===== config.mk =====
export PLATFORM = sky130hd
export DESIGN_NAME = hazard_scoreboard_flat
export DESIGN_NICKNAME = d
export VERILOG_FILES = /design/src/rtl/hazard_scoreboard_if.sv /design/src/rtl/hazard_scoreboard.sv /design/src/flat_wrapper.sv
export SDC_FILE = /design/constraint.sdc
export NUM_CORES = 1
export LEC_CHECK = 0
export ABC_AREA = 1
export BUFFER_PORTS_ARGS = -buffer_cell sky130_fd_sc_hd__buf_2
export CORE_ASPECT_RATIO = 0.5
export CORE_MARGIN = 4
export CORE_UTILIZATION = 60
export CTS_CLUSTER_SIZE = 12
export DETAILED_ROUTE_END_ITERATION = 7
export PLACE_DENSITY = 0.81
export SLEW_MARGIN = 20
export SYNTH_ARGS = -nofsm -noshare
export SYNTH_HDL_FRONTEND = slang
export SYNTH_SLANG_ARGS = --single-unit

===== constraint.sdc =====
create_clock -name clk -period 2.76 [get_ports clk]
set_input_delay 0.414 -clock clk [delete_from_list [all_inputs] [get_ports clk]]
set_output_delay 0.414 -clock clk [all_outputs]
set_load 0.05 [all_outputs]

===== src/rtl/hazard_scoreboard_if.sv =====
// Issue-control bundle between Decode, writeback and the hazard scoreboard.
// master drives the decoded instruction and writeback; slave is the scoreboard.
interface hazard_scoreboard_if #(
    parameter int PERF_W = 32
);
    logic              id_valid;
    logic [4:0]        id_rs1;
    logic [4:0]        id_rs2;
    logic [4:0]        id_rd;
    logic              id_use_rs1;
    logic              id_use_rs2;
    logic              id_reg_write;
    logic              id_mem_read;
    logic              flush;
    logic              wb_valid;
    logic [4:0]        wb_rd;
    logic              wb_reg_write;
    logic              issue;
    logic              pc_stall;
    logic              ifid_stall;
    logic              idex_bubble;
    logic              sb_err;
    logic [PERF_W-1:0] stall_cnt;

    modport master (
        output id_valid, id_rs1, id_rs2, id_rd, id_use_rs1, id_use_rs2,
               id_reg_write, id_mem_read, flush, wb_valid, wb_rd, wb_reg_write,
        input  issue, pc_stall, ifid_stall, idex_bubble, sb_err, stall_cnt
    );

    modport slave (
        input  id_valid, id_rs1, id_rs2, id_rd, id_use_rs1, id_use_rs2,
               id_reg_write, id_mem_read, flush, wb_valid, wb_rd, wb_reg_write,
        output issue, pc_stall, ifid_stall, idex_bubble, sb_err, stall_cnt
    );
endinterface


===== src/rtl/hazard_scoreboard.sv =====
// Issue/stall decision for the ID stage of the RV32I pipeline, using per-register
// pending-write counters (x0 untracked) plus a one-entry load-in-EX tracker.
module hazard_scoreboard #(
    parameter bit FWD_EN = 1'b1,
    parameter int CNT_W  = 2,
    parameter int PERF_W = 32
) (
    input  logic              clk,
    input  logic              rst,
    hazard_scoreboard_if.slave sb
);
    localparam logic [CNT_W-1:0] CNT_ZERO = '0;
    localparam logic [CNT_W-1:0] CNT_ONE  = CNT_W'(1);
    localparam logic [CNT_W-1:0] CNT_MAX  = {CNT_W{1'b1}};

    logic [CNT_W-1:0]  pend [32];
    logic              ld_ex_valid;
    logic [4:0]        ld_ex_rd;
    logic              sb_err_q;
    logic [PERF_W-1:0] stall_cnt_q;

    logic              wb_write;
    logic              haz_rs1;
    logic              haz_rs2;
    logic              struct_haz;
    logic              stall;
    logic              issue;
    logic [31:0]       inc_vec;
    logic [31:0]       dec_vec;

    assign wb_write = sb.wb_valid & sb.wb_reg_write & (sb.wb_rd != 5'd0);

    always_comb begin
        haz_rs1    = 1'b0;
        haz_rs2    = 1'b0;
        struct_haz = 1'b0;
        inc_vec    = '0;
        dec_vec    = '0;

        if (FWD_EN) begin
            haz_rs1 = sb.id_use_rs1 & (sb.id_rs1 != 5'd0) & ld_ex_valid & (ld_ex_rd == sb.id_rs1);
            haz_rs2 = sb.id_use_rs2 & (sb.id_rs2 != 5'd0) & ld_ex_valid & (ld_ex_rd == sb.id_rs2);
        end else begin
            // A writeback retiring the last pending write releases the source this cycle.
            haz_rs1 = sb.id_use_rs1 & (sb.id_rs1 != 5'd0) & (pend[sb.id_rs1] != CNT_ZERO)
                    & !(wb_write & (sb.wb_rd == sb.id_rs1) & (pend[sb.id_rs1] == CNT_ONE));
            haz_rs2 = sb.id_use_rs2 & (sb.id_rs2 != 5'd0) & (pend[sb.id_rs2] != CNT_ZERO)
                    & !(wb_write & (sb.wb_rd == sb.id_rs2) & (pend[sb.id_rs2] == CNT_ONE));
        end

        struct_haz = sb.id_reg_write & (sb.id_rd != 5'd0) & (pend[sb.id_rd] == CNT_MAX)
                   & !(wb_write & (sb.wb_rd == sb.id_rd));

        stall = sb.id_valid & !sb.flush & (haz_rs1 | haz_rs2 | struct_haz);
        issue = sb.id_valid & !sb.flush & !stall;

        if (issue & sb.id_reg_write & (sb.id_rd != 5'd0)) begin
            inc_vec[sb.id_rd] = 1'b1;
        end
        if (wb_write & (pend[sb.wb_rd] != CNT_ZERO)) begin
            dec_vec[sb.wb_rd] = 1'b1;
        end
    end

    always_ff @(posedge clk or negedge rst) begin
        if (!rst) begin
            for (int r = 0; r < 32; r++) begin
                pend[r] <= CNT_ZERO;
            end
            ld_ex_valid <= 1'b0;
            ld_ex_rd    <= 5'd0;
            sb_err_q    <= 1'b0;
            stall_cnt_q <= '0;
        end else begin
            for (int r = 0; r < 32; r++) begin
                if (inc_vec[r] & !dec_vec[r]) begin
                    pend[r] <= pend[r] + CNT_ONE;
                end else if (dec_vec[r] & !inc_vec[r]) begin
                    pend[r] <= pend[r] - CNT_ONE;
                end
            end
            ld_ex_valid <= issue & sb.id_mem_read & sb.id_reg_write & (sb.id_rd != 5'd0);
            ld_ex_rd    <= sb.id_rd;
            if (wb_write & (pend[sb.wb_rd] == CNT_ZERO)) begin
                sb_err_q <= 1'b1;
            end
            if (stall) begin
                stall_cnt_q <= stall_cnt_q + PERF_W'(1);
            end
        end
    end

    assign sb.issue       = issue;
    assign sb.pc_stall    = stall;
    assign sb.ifid_stall  = stall;
    assign sb.idex_bubble = stall | sb.flush;
    assign sb.sb_err      = sb_err_q;
    assign sb.stall_cnt   = stall_cnt_q;
endmodule


===== src/flat_wrapper.sv =====
// flat-port wrapper written by rule: the top's interface ports become plain ports
module hazard_scoreboard_flat 
#(
    parameter bit FWD_EN = 1'b1,
    parameter int CNT_W  = 2,
    parameter int PERF_W = 32
)
  (clk, rst, sb_id_valid, sb_id_rs1, sb_id_rs2, sb_id_rd, sb_id_use_rs1, sb_id_use_rs2, sb_id_reg_write, sb_id_mem_read, sb_flush, sb_wb_valid, sb_wb_rd, sb_wb_reg_write, sb_issue, sb_pc_stall, sb_ifid_stall, sb_idex_bubble, sb_sb_err, sb_stall_cnt);
  hazard_scoreboard_if #(.PERF_W(PERF_W)) sb_i ();
  input  logic clk;
  input  logic rst;
  input wire logic [$bits(sb_i.id_valid)-1:0] sb_id_valid;
  input wire logic [$bits(sb_i.id_rs1)-1:0] sb_id_rs1;
  input wire logic [$bits(sb_i.id_rs2)-1:0] sb_id_rs2;
  input wire logic [$bits(sb_i.id_rd)-1:0] sb_id_rd;
  input wire logic [$bits(sb_i.id_use_rs1)-1:0] sb_id_use_rs1;
  input wire logic [$bits(sb_i.id_use_rs2)-1:0] sb_id_use_rs2;
  input wire logic [$bits(sb_i.id_reg_write)-1:0] sb_id_reg_write;
  input wire logic [$bits(sb_i.id_mem_read)-1:0] sb_id_mem_read;
  input wire logic [$bits(sb_i.flush)-1:0] sb_flush;
  input wire logic [$bits(sb_i.wb_valid)-1:0] sb_wb_valid;
  input wire logic [$bits(sb_i.wb_rd)-1:0] sb_wb_rd;
  input wire logic [$bits(sb_i.wb_reg_write)-1:0] sb_wb_reg_write;
  output wire logic [$bits(sb_i.issue)-1:0] sb_issue;
  output wire logic [$bits(sb_i.pc_stall)-1:0] sb_pc_stall;
  output wire logic [$bits(sb_i.ifid_stall)-1:0] sb_ifid_stall;
  output wire logic [$bits(sb_i.idex_bubble)-1:0] sb_idex_bubble;
  output wire logic [$bits(sb_i.sb_err)-1:0] sb_sb_err;
  output wire logic [$bits(sb_i.stall_cnt)-1:0] sb_stall_cnt;
  assign sb_i.id_valid = sb_id_valid;
  assign sb_i.id_rs1 = sb_id_rs1;
  assign sb_i.id_rs2 = sb_id_rs2;
  assign sb_i.id_rd = sb_id_rd;
  assign sb_i.id_use_rs1 = sb_id_use_rs1;
  assign sb_i.id_use_rs2 = sb_id_use_rs2;
  assign sb_i.id_reg_write = sb_id_reg_write;
  assign sb_i.id_mem_read = sb_id_mem_read;
  assign sb_i.flush = sb_flush;
  assign sb_i.wb_valid = sb_wb_valid;
  assign sb_i.wb_rd = sb_wb_rd;
  assign sb_i.wb_reg_write = sb_wb_reg_write;
  assign sb_issue = sb_i.issue;
  assign sb_pc_stall = sb_i.pc_stall;
  assign sb_ifid_stall = sb_i.ifid_stall;
  assign sb_idex_bubble = sb_i.idex_bubble;
  assign sb_sb_err = sb_i.sb_err;
  assign sb_stall_cnt = sb_i.stall_cnt;
  hazard_scoreboard #(.FWD_EN(FWD_EN), .CNT_W(CNT_W), .PERF_W(PERF_W)) u_core (.clk(clk), .rst(rst), .sb(sb_i));
endmodule

=== Word level (Yosys, flattened, before mapping) ===
Index checks and enable logic that the tools add are counted.

* Latch bits: 0
* Bits in read-only memories: 0
* Register bits: 103
* Bits in writable memories: 0
* Input bits: 30
* Memories kept: 0
* Word-level logic and storage cells: 385
* Output and inout bits: 37

* Reductions and logical operators: 107
* Muxes and demuxes: 76
* Div/mod/pow operators: 0
* Add/sub/neg operators: 65
* Eq/ne operators: 4
* $mul: 0
* $lt $le $gt $ge: 6
* Bitwise gates (word level): 91
* Shift operators: 0

{| class="wikitable"
|+ Operator list
! operator !! number
|-
| $mux W2 || 68
|-
| $and A1 B1 Y1 || 86
|-
| $logic_not A1 Y1 || 67
|-
| $reduce_bool A2 Y1 || 33
|-
| $add A2 B1 Y2 const B || 32
|-
| $mux W32 || 2
|-
| $sub A2 B1 Y2 const B || 32
|-
| $add A32 B1 Y32 const B || 1
|-
| $bmux W2 S5 || 2
|-
| $reduce_bool A5 Y1 || 4
|-
| $eq A5 B5 Y1 || 3
|-
| $ge A6 B6 Y1 const B || 2
|-
| $lt A5 B6 Y1 const B || 2
|-
| $not A5 Y6 || 2
|-
| $demux W1 S5 || 2
|-
| $ge A5 B1 Y1 const B || 2
|-
| $or A1 B1 Y1 || 3
|-
| $eq A2 B2 Y1 const B || 1
|-
| $logic_and A1 B1 Y1 || 2
|-
| $logic_not A2 Y1 || 1
|-
| $mux W1 || 2
|}

=== Depth between registers and ports, before layout ===
* Depth after elaboration: 18
* Gate-level depth with buffers: 19
* Gate-level depth less buffers: 16

=== Least setup slack after synthesis ===
OpenSTA, ideal clock, no wires.

* Path type: input-to-output
* Start: input port sb_id_rd[0]
* End: output port sb_issue
* Arrival time: 2.355 ns
* Slack: -0.009 ns
* Stages on the path: 13
* Buffers on the path: 2
* Required time: 2.346 ns
* Cell sequence: buf_4 > buf_4 > nand2_1 > o21ai_0 > nand2_1 > nand2_1 > nand2_1 > nand2_1 > nor2_1 > nand2_1 > nand3_1 > nand2_1 > nor3_1

* Cells in the longest elaborated chain, start to end: 11
* Elaborated cells between the ends (all ways): 16
* Those cells by class: 2 x eq/ne; 3 x mux; 8 x bitwise; 3 x reduce/logical

{| class="wikitable"
|+ Ends and longest elaborated chain
! element !! line !! text
|-
| start, declared || flat_wrapper.sv:15 || <nowiki>input wire logic [$bits(sb_i.id_rd)-1:0] sb_id_rd;</nowiki>
|-
| $not A5 Y6 (not written as such) || hazard_scoreboard.sv:51 || <nowiki>struct_haz = sb.id_reg_write & (sb.id_rd != 5'd0) & (pend[sb.id_rd] == CNT_MAX)</nowiki>
|-
| $bmux W2 S5 || hazard_scoreboard.sv:51 ||
|-
| $mux W2 (not written as such) (2 in series) || hazard_scoreboard.sv:51 ||
|-
| $eq A2 B2 Y1 || hazard_scoreboard.sv:51 ||
|-
| $and A1 B1 Y1 || hazard_scoreboard.sv:51 ||
|-
| $and A1 B1 Y1 * || hazard_scoreboard.sv:52 || <nowiki>& !(wb_write & (sb.wb_rd == sb.id_rd));</nowiki>
|-
| $or A1 B1 Y1 * || hazard_scoreboard.sv:54 || <nowiki>stall = sb.id_valid & !sb.flush & (haz_rs1 | haz_rs2 | struct_haz);</nowiki>
|-
| $and A1 B1 Y1 * || hazard_scoreboard.sv:54 ||
|-
| $logic_not A1 Y1 * || hazard_scoreboard.sv:55 || <nowiki>issue = sb.id_valid & !sb.flush & !stall;</nowiki>
|-
| $and A1 B1 Y1 * || hazard_scoreboard.sv:55 ||
|-
| end, declared || flat_wrapper.sv:24 || <nowiki>output wire logic [$bits(sb_i.issue)-1:0] sb_issue;</nowiki>
|}

Every way passes the cells marked *; elsewhere a longest branch is shown, timed or not. The select of a mux whose other input is x is not followed.

=== Worst setup path after layout ===
* Start: input port sb_wb_rd[0]
* End: output port sb_idex_bubble

* Cells in the longest elaborated chain, start to end: 8
* Elaborated cells between the ends (all ways): 9
* Those cells by class: 1 x eq/ne; 6 x bitwise; 2 x reduce/logical

{| class="wikitable"
|+ Ends and longest elaborated chain
! element !! line !! text
|-
| start, declared || flat_wrapper.sv:22 || <nowiki>input wire logic [$bits(sb_i.wb_rd)-1:0] sb_wb_rd;</nowiki>
|-
| $reduce_bool A5 Y1 || hazard_scoreboard.sv:31 || <nowiki>assign wb_write = sb.wb_valid & sb.wb_reg_write & (sb.wb_rd != 5'd0);</nowiki>
|-
| $and A1 B1 Y1 || hazard_scoreboard.sv:31 ||
|-
| $and A1 B1 Y1 * || hazard_scoreboard.sv:52 ||
|-
| $logic_not A1 Y1 * || hazard_scoreboard.sv:52 ||
|-
| $and A1 B1 Y1 * || hazard_scoreboard.sv:52 ||
|-
| $or A1 B1 Y1 * || hazard_scoreboard.sv:54 ||
|-
| $and A1 B1 Y1 * || hazard_scoreboard.sv:54 ||
|-
| $or A1 B1 Y1 * || hazard_scoreboard.sv:96 || <nowiki>assign sb.idex_bubble = stall | sb.flush;</nowiki>
|-
| end, declared || flat_wrapper.sv:27 || <nowiki>output wire logic [$bits(sb_i.idex_bubble)-1:0] sb_idex_bubble;</nowiki>
|}

Every way passes the cells marked *; elsewhere a longest branch is shown, timed or not.

==> impl_metrics.py <==
metrics = {
    "global_routing": {
        "antenna_found_initial": 0,
        "track_usage_pct": 29.60,
        "grt_max_degree": 40,
        "grt_pass1_vias": 6857,
        "grt_pass1_wl_mm": 32.80,
        "grt_overflow": 0,
    },
    "routing": {
        "wl_per_cell_um": 15.94,
        "drt-pass1-iter-count": 5,
        "remaining_drc_errors": 0,
        "vias": 7120,
        "ant_nets": 0,
        "routed_wl_mm": 20.39,
        "drtIter0Drc": 912,
        "vias_per_cell": 5.567,
    },
    "power": {
        "combinationalPowerShare_pct": 26.6,
        "clkPwrFrac_pct": 29.2,
        "peakVddDrop_uv": 302.2,
        "p_leak_uw": 0.004260,
        "switching_share_pct": 35.02,
        "power.switching_uw": 1699,
        "seqPwrFrac_pct": 44.2,
        "p_int_uw": 3153,
        "p_per_area_nw_per_um2": 571.3,
    },
    "timing": {
        "fin_crit_sh_pct": 97.10,
        "tightest_slew_ps": 524.3,
        "setup_viol": 0,
        "holdWs_ps": 20.92,
        "drv_slew": 0,
        "hold_viol": 0,
        "post-route-min-period_ps": 2680,
        "relSlewSlack_pct": 65.05,
        "fmax_ghz": 0.3731,
        "clock_skew_ps": 12.52,
    },
    "floorplan": {
        "start_util_pct": 62.61,
        "dieArea_sq_um": 13600,
        "fp.coreArea_sq_um": 11220,
        "top_level_ports": 67,
        "row_count": 27,
        "die_h_um": 84.50,
        "die_x_um": 161.0,
    },
    "cells_and_area": {
        "multi_input_area_sq_um": 3994,
        "num_antenna_cells": 0,
        "final_cell_mix": "328 x nand2_1, 103 x dfrtp_1, 94 x inv_1",
        "instances_no_fill": 1279,
        "layout-drive-gt1-share_pct": 17.05,
        "nNetsFinal": 1178,
        "seq_area_sq_um": 2577,
        "layout_commonest_cell": "nand2_1",
        "fin_area_sq_um": 8494,
        "fillers": 840,
        "syn_to_final_growth_pct": 20.97,
    },
    "worst_setup_path": {
        "reg2reg_from": "u_core.pend[8]$_DFFE_PN0P_",
        "crit_fanout": 8,
        "rr_worst_depth": 17,
        "r2r_slack_ps": 90,
        "rr_endpoint": "u_core.pend[17]$_DFFE_PN0P_",
        "critical_path_arrival_ps": 2270,
        "worstSetupPathType": "in2out",
        "end_kind": "output pin",
        "required_ps": 2350,
        "startpoint_type": "primary input",
    },
    "synth": {
        "yosys-top-cells-area": "dfrtp_1 37%, nand2_1 18%, xnor2_1 7.2%",
        "synth-edff-count": 0,
        "syn_area_sq_um": 7022,
        "yosysWarnings": 0,
        "netlist_instances": 974,
        "syn_area_per_cell_sq_um": 7.209,
        "async_flop_share_pct": 100.0,
        "yosysTopAreaCell": "dfrtp_1",
        "synth_fp_nets": 1037,
        "synth.distinct_cells": 28,
        "synth_top_area_share_pct": 36.71,
        "ys_seq_area_share_pct": 36.71,
        "ys_seq_elements": 103,
        "ys.flop_type": "dfrtp_1",
    },
    "place": {
        "dp_cells": 1260,
        "dp_hpwl_mm": 14.76,
        "gp_congestion": 0.9983,
        "port_buffers": 66,
        "dpl_cell_area_sq_um": 8070,
    },
    "clock_tree": {
        "root_buffer": "clkbuf_16",
        "cts_tree": "yes",
        "cts_htree_levels": 3,
        "clk_pin_slew_worst_paths_ps": 70,
        "ctsHoldBuffers": 0,
        "clk_path_buf_depth": 2,
        "numCtsBuffers": 9,
        "clkLatencyLatePin_ps": 360,
        "cts.sinks": 103,
    },
    "outcome": {
        "status": "completed",
    },
    "job": {
        "cap_violations": 0,
    },
    "worst_hold_path": {
        "hold_path.class": "in2async",
    },
}
==> worst max-delay path: stages <==
cell and delay (ps):
buf_2 130, inv_1 90, nand2_1 80, buf_4 180, o21ai_2 270, nor2_1 70, a21oi_1 200, nand3_2 130
buf_4 150, nand2_2 90, nand2_2 60, inv_2 110, or2_1 130, buf_6 160
==> registers in the layout (all words and copies together), names as in the netlist <==
register,flops
u_core.sb.stall_cnt,32
u_core.ld_ex_valid,1
u_core.pend,64
u_core.sb.sb_err,1
u_core.ld_ex_rd,5
==> how the worst max path moves through the flow <==
| stage | from | end | slack [ps] | depth (start not counted) |
|---|---|---|---|---|
| after floorplan | sb_id_rd[0] | sb_pc_stall | 310 | 15 |
| after global placement | sb_wb_rd[1] | u_core.pend[27]$_DFFE_PN0P_ | -280 | 17 |
| after detailed placement | sb_wb_rd[0] | u_core.pend[27]$_DFFE_PN0P_ | -310 | 18 |
| after CTS | u_core.pend[8]$_DFFE_PN0P_ | u_core.pend[45]$_DFFE_PN0P_ | 0.8 | 15 |
| after global routing | u_core.pend[2]$_DFFE_PN0P_ | u_core.pend[17]$_DFFE_PN0P_ | -70 | 18 |
| final | sb_wb_rd[0] | sb_idex_bubble | 80 | 14 |
==> power by group through the flow <==
stage / Sequential, uW / Combinational (uW) / Clock [uW]
after floorplan: 2120 / 811 / 0
after detailed placement: 2160 / 1230 / 0
after global routing: 2180 / 1420 / 1500
final: 2150 / 1290 / 1420
after global placement: 2140 / 1200 / 0
after CTS: 2130 / 1240 / 1430
==> cell usage after synthesis (6+ instances only) <==
cell type,n
nand3_1,10
o221ai_1,8
nand4_1,11
buf_4,9
xor2_1,41
buf_2,8
ha_1,33
o21ai_1,10
nand2_1,330
xnor2_1,58
nor4_1,6
o21ai_0,42
nor2_1,83
inv_1,94
dfrtp_1,103
nor3_1,57
a21oi_1,52
==> layer usage <==
layer	part of all wire [%]	vias to the layer above	global-route usage (%)
li1	-	3377	-
met1	43	3292	39.71
met2	45	384	48.78
met3	8.7	67	5.787
met4	2.7	0	9.752
met5	0	-	0
==> per-stage QoR <==
stage / power, uW / TNS [ps] / setup WS (ps) / util (%)
2_1_floorplan: 2926 / 0 / 312.2 / -
3_3_place_gp: 3335 / -7304 / -275.1 / 71.95
3_5_place_dp: 3382 / -9949 / -312.0 / 71.95
4_1_cts: 4800 / 0 / 0.7792 / 74.92
5_1_grt: 5098 / -218.1 / -65.06 / 75.74
6_report: 4852 / 0 / 80.10 / 75.74
==> what timing repair did <==
item,4_1_cts,5_1_grt
setup buffers,0,2
setup endpoints to repair,6,44
resized for setup,3,22
pin swaps,0,1
gates cloned,0,1
==> final cells by class <==
type                       count  share of cell area [%]
tap                          159                   2.342
inverter                      98                   4.389
clock buffer                  10                   2.696
clock inverter                 6                   1.090
sequential                   103                   30.34
multi-input combinational    751                   47.02
timing repair buffer         152                   12.12
==> cell families (layout without fill, tap and decap cells) <==
group,Yosys count,count (layout),share of synthesized area (%)
buf+inv,120,266,7.395
compound gates,114,114,8.660
fa+ha+maj,33,33,5.880
simple gates,503,503,28.90
xor+xnor,99,99,12.35
other cells,2,2,0.1070
flops,103,103,36.71
Power figures use the tool's default switching activity.
